===== src/rtl/if_id_stage.sv =====
// Instruction fetch + IF/ID register: PC drives async-read imem, instruction lands on IFIDOUT one edge later.
// Backpressure: CNTEN=0 freezes everything, STALL holds PC and IF/ID; redirect beats stall and flushes one bubble.
module if_id_stage #(
  parameter int unsigned     XLEN       = 32,
  parameter int unsigned     ILEN       = 32,
  parameter logic [63:0]     RESET_PC   = 64'd0,
  parameter logic [63:0]     PC_STEP    = 64'd4,
  parameter int unsigned     ALIGN_BITS = 2,
  parameter logic [ILEN-1:0] NOP_INST   = '0
) (
  input  logic            CLK,
  input  logic            RSTB,
  input  logic            CNTEN,
  input  logic            STALL,
  input  logic            PCsel,
  input  logic [XLEN-1:0] JumporBranch,
  output logic [XLEN-1:0] IMEMADDR,
  input  logic [ILEN-1:0] IMEMDATA,
  output logic [XLEN-1:0] IFIDOUTPC,
  output logic [ILEN-1:0] IFIDOUTInst,
  output logic            IFIDOUTValid,
  output logic            MISALIGN
);

  function automatic logic [XLEN-1:0] align_mask();
    logic [XLEN-1:0] m;
    m = '0;
    for (int unsigned i = 0; i < XLEN; i++) begin
      if (i < ALIGN_BITS) m[i] = 1'b1;
    end
    return m;
  endfunction

  localparam logic [XLEN-1:0] ALIGN_MASK = align_mask();
  localparam logic [XLEN-1:0] RESET_PC_T = RESET_PC[XLEN-1:0];
  localparam logic [XLEN-1:0] PC_STEP_T  = PC_STEP[XLEN-1:0];

  logic [XLEN-1:0] pc_q, pc_d;
  logic [XLEN-1:0] ifid_pc_q, ifid_pc_d;
  logic [ILEN-1:0] ifid_inst_q, ifid_inst_d;
  logic            ifid_vld_q, ifid_vld_d;
  logic            misalign_q, misalign_d;

  always_comb begin
    pc_d        = pc_q;
    ifid_pc_d   = ifid_pc_q;
    ifid_inst_d = ifid_inst_q;
    ifid_vld_d  = ifid_vld_q;
    misalign_d  = misalign_q;
    if (CNTEN) begin
      if (PCsel) begin
        // Redirect: fetch from the aligned target, squash whatever sat in IF/ID.
        pc_d        = JumporBranch & ~ALIGN_MASK;
        ifid_pc_d   = '0;
        ifid_inst_d = NOP_INST;
        ifid_vld_d  = 1'b0;
        misalign_d  = |(JumporBranch & ALIGN_MASK);
      end else if (!STALL) begin
        pc_d        = pc_q + PC_STEP_T;
        ifid_pc_d   = pc_q;
        ifid_inst_d = IMEMDATA;
        ifid_vld_d  = 1'b1;
        misalign_d  = 1'b0;
      end
    end
  end

  always_ff @(posedge CLK) begin
    if (!RSTB) begin
      pc_q        <= RESET_PC_T;
      ifid_pc_q   <= '0;
      ifid_inst_q <= NOP_INST;
      ifid_vld_q  <= 1'b0;
      misalign_q  <= 1'b0;
    end else begin
      pc_q        <= pc_d;
      ifid_pc_q   <= ifid_pc_d;
      ifid_inst_q <= ifid_inst_d;
      ifid_vld_q  <= ifid_vld_d;
      misalign_q  <= misalign_d;
    end
  end

  assign IMEMADDR     = pc_q;
  assign IFIDOUTPC    = ifid_pc_q;
  assign IFIDOUTInst  = ifid_inst_q;
  assign IFIDOUTValid = ifid_vld_q;
  assign MISALIGN     = misalign_q;

endmodule


===== config.mk =====
export PLATFORM = sky130hd
export DESIGN_NAME = if_id_stage
export DESIGN_NICKNAME = d
export VERILOG_FILES = /design/src/rtl/if_id_stage.sv
export SDC_FILE = /design/constraint.sdc
export NUM_CORES = 1
export LEC_CHECK = 0
export CAP_MARGIN = 20
export CORE_ASPECT_RATIO = 2
export CORE_UTILIZATION = 35
export CTS_BUF_LIST = sky130_fd_sc_hd__clkbuf_4
export DETAILED_ROUTE_END_ITERATION = 16
export DONT_BUFFER_PORTS = 1
export SYNTH_ARGS = -nofsm -noshare
export SYNTH_HDL_FRONTEND = slang
export SYNTH_SLANG_ARGS = --single-unit

===== constraint.sdc =====
create_clock -name CLK -period 3.13 [get_ports CLK]
set_input_delay 0.1565 -clock CLK [delete_from_list [all_inputs] [get_ports CLK]]
set_output_delay 0.1565 -clock CLK [all_outputs]
set_load 0.01 [all_outputs]

==> flow_summary.json <==
{
  "status": "complete, no violations",
  "crit_required_ns": 3.51,
  "ys_ff_latch": 95,
  "tightest_slew_ns": 0.985,
  "antenna_found_initial": 1,
  "critPathSlowestCell": "nor4_2",
  "placed_area_um2": 4350,
  "grt_start_max_net_pins": 52,
  "endpoint_kind": "register",
  "holdPathStages": 3,
  "gr-total-overflow": 0,
  "synth_seq_area_share": 0.438,
  "final_cell_mix": "dfxtp_1, nor2_1, a22oi_1",
  "gp_congestion": 0.910,
  "vias_per_cell": 6.10,
  "synthCells": 496,
  "cp_max_fo": 8,
  "final.period_utilization": 0.769,
  "avgSynthCellArea_um2": 8.75,
  "fin_skew_ns": 0.0258,
  "power_mw": 2.28,
  "timing.hold.ws_ns": 0.0288,
  "crit_buf_inv": 0,
  "vias": 4206,
  "grt_pass1_vias": 4069,
  "detailedRoute.firstPassIterationCount": 6,
  "htree_levels": 3,
  "post_cts_buffers": 0,
  "min_period_ns": 2.41,
  "dieArea_um2": 12900,
  "path_delay_family": "simple AND/OR/NAND/NOR gates",
  "critical_path_class": "reg -> reg",
  "final-seq-area_um2": 1900,
  "die_y_um": 159,
  "r2r.worst_path.cells": 5,
  "cts_root_buf": "clkbuf_4",
  "wire_per_inst_um": 20.4,
  "clk_transition_reported_paths_ns": 0.16,
  "powerDensity_nw_per_um2": 440,
  "drt_wl_total_um": 14100,
  "synth_ff_type": "dfxtp_1",
  "path_depth": 5,
  "final_common_cell": "dfxtp_1",
  "synth_edf_count": 0,
  "cts_buffers": 9,
  "dpl.hpwl_um": 9360,
  "grt_setup_unrepaired": "no",
  "yosysWarningCount": 0,
  "drive_gt1_frac": 0.0684,
  "hold_violations": 0,
  "cts_resized": 0,
  "setup-tns-final_ns": 0,
  "cts_tree": "yes",
  "max_stage_delay_ns": 0.77,
  "fin_area_um2": 5170,
  "cts_buffer_depth": 2,
  "maxCapViolations": 0,
  "core_area_um2": 12100,
  "pin_count": 167,
  "maxSlewViolCount": 0,
  "netlist_area_um2": 4340,
  "relSlewSlack": 0.341,
  "cts.sinks": 95,
  "hp-class": "in -> reg",
  "grt_pass1_wl_um": 21500,
  "drcViolationCount": 0,
  "clock_latency_ns": 0.47,
  "cp-start-kind": "register",
  "io_buffers": 0,
  "num-fill-cells": 1186,
  "drtAntennaViolNets": 0,
  "async_flop_share": 0,
  "nets": 606,
  "final_cells": 689,
  "drt_iter0_markers": 238,
  "fp.dieW_um": 80.7,
  "rows": 57,
  "crit_path_cell_trace": "ha_1, nand4_4, nor4_2, a222oi_1, a221oi_1",
  "static-leakage-power_nw": 1.79,
  "setup_viol": 0,
  "start_util": 0.358,
  "fmaxAchievable_mhz": 416,
  "multi_input_area_um2": 2170,
  "track_usage": 0.220,
  "area_growth_pct": 19.1,
  "arrival_ns": 2.79,
  "ir_drop_uv": 181,
  "synth_cell_types": 63,
  "post-place-cells": 604
}
==> final cells by class <==
type | instances | area share
inverter | 7 | 0.00508
multi-input combinational | 347 | 0.421
sequential | 95 | 0.368
clock inverter | 6 | 0.0128
antenna | 1 | 0.000484
clock buffer | 10 | 0.0145
tap | 147 | 0.0356
timing repair buffer | 76 | 0.143
==> logic make-up after synthesis <==
kind of cell	synth area share
muxes	0.00259
DFF	0.438
adders and majority gates	0.00288
and+or+nand+nor	0.233
other	0.000864
buffers and inverters	0.0637
AOI/OAI and AO/OA	0.257
xor gates and xnor gates	0.00202
==> power breakdown <==
part | leakage (nW) | total [mW] | switching (mW) | internal [mW]
clock | 0.0816 | 0.706 | 0.447 | 0.259
sequential | 0.772 | 1.32 | 0.0756 | 1.25
combinational | 0.937 | 0.248 | 0.133 | 0.115
==> state kept, by name, indices dropped and copies added (netlist names) <==
name	cells
MISALIGN	1
IFIDOUTValid	1
IMEMADDR	30
IFIDOUTPC	31
IFIDOUTInst	32
==> worst register-to-register path, delay by kind of cell (launching register included) <==
| kind | cells | cell delay [ns] |
|---|---|---|
| adders and majority gates | 1 | 0.29 |
| DFF | 1 | 0.53 |
| AOI/OAI and AO/OA | 2 | 0.52 |
| and+or+nand+nor | 2 | 0.98 |
==> metrics by stage <==
| stage | utilization | worst slack (ns) |
|---|---|---|
| final | 0.427 | 0.725 |
| after global routing | 0.427 | 0.533 |
| after CTS | 0.426 | 0.738 |
| after detailed placement | 0.359 | 0.769 |
| after global placement | 0.359 | 0.909 |
| after floorplan | - | 1.13 |
==> worst paths after layout <==
| kind | slack (ns) | from | endpoint |
|---|---|---|---|
| worst min-delay path | 0.03 | PCsel | IMEMADDR[31]$_SDFFE_PN0N_ |
| worst max-delay path | 0.72 | IMEMADDR[2]$_SDFFE_PN0N_ | IMEMADDR[20]$_SDFFE_PN0N_ |
| worst min register to register | 0.52 | MISALIGN$_SDFFE_PN0N_ | MISALIGN$_SDFFE_PN0N_ |
| worst max register to register | 0.72 | IMEMADDR[2]$_SDFFE_PN0N_ | IMEMADDR[20]$_SDFFE_PN0N_ |
==> synthesized netlist by cell type, types with 6 or more instances <==
master,count,share of area
a21oi_1,14,0.016
a22oi_1,73,0.13
and3_1,9,0.013
buf_1,6,0.0052
buf_4,7,0.012
clkbuf_1,27,0.023
dfxtp_1,95,0.44
inv_1,6,0.0052
nand2_1,20,0.017
nand3_1,18,0.021
nand4_1,10,0.014
nor2_1,81,0.070
nor3_1,16,0.018
nor4_1,8,0.012
o21ai_0,11,0.013
==> layer usage <==
metal,part of all wire,up-vias,track usage,routed length [um]
met5,0,-,0,0
met4,0.050,0,0.149,702
met3,0.065,40,0.0413,912
met2,0.54,202,0.395,7590
met1,0.35,2009,0.220,4870
li1,-,1955,-,-
==> repair_timing <==
action / 4_1_cts / 5_1_grt
hold buffers: 68 / 0
hold endpoints to repair: 71 / 0
endpoints found under the setup margin: 0 / 0
No activity file was read; power rests on OpenSTA's default activity.
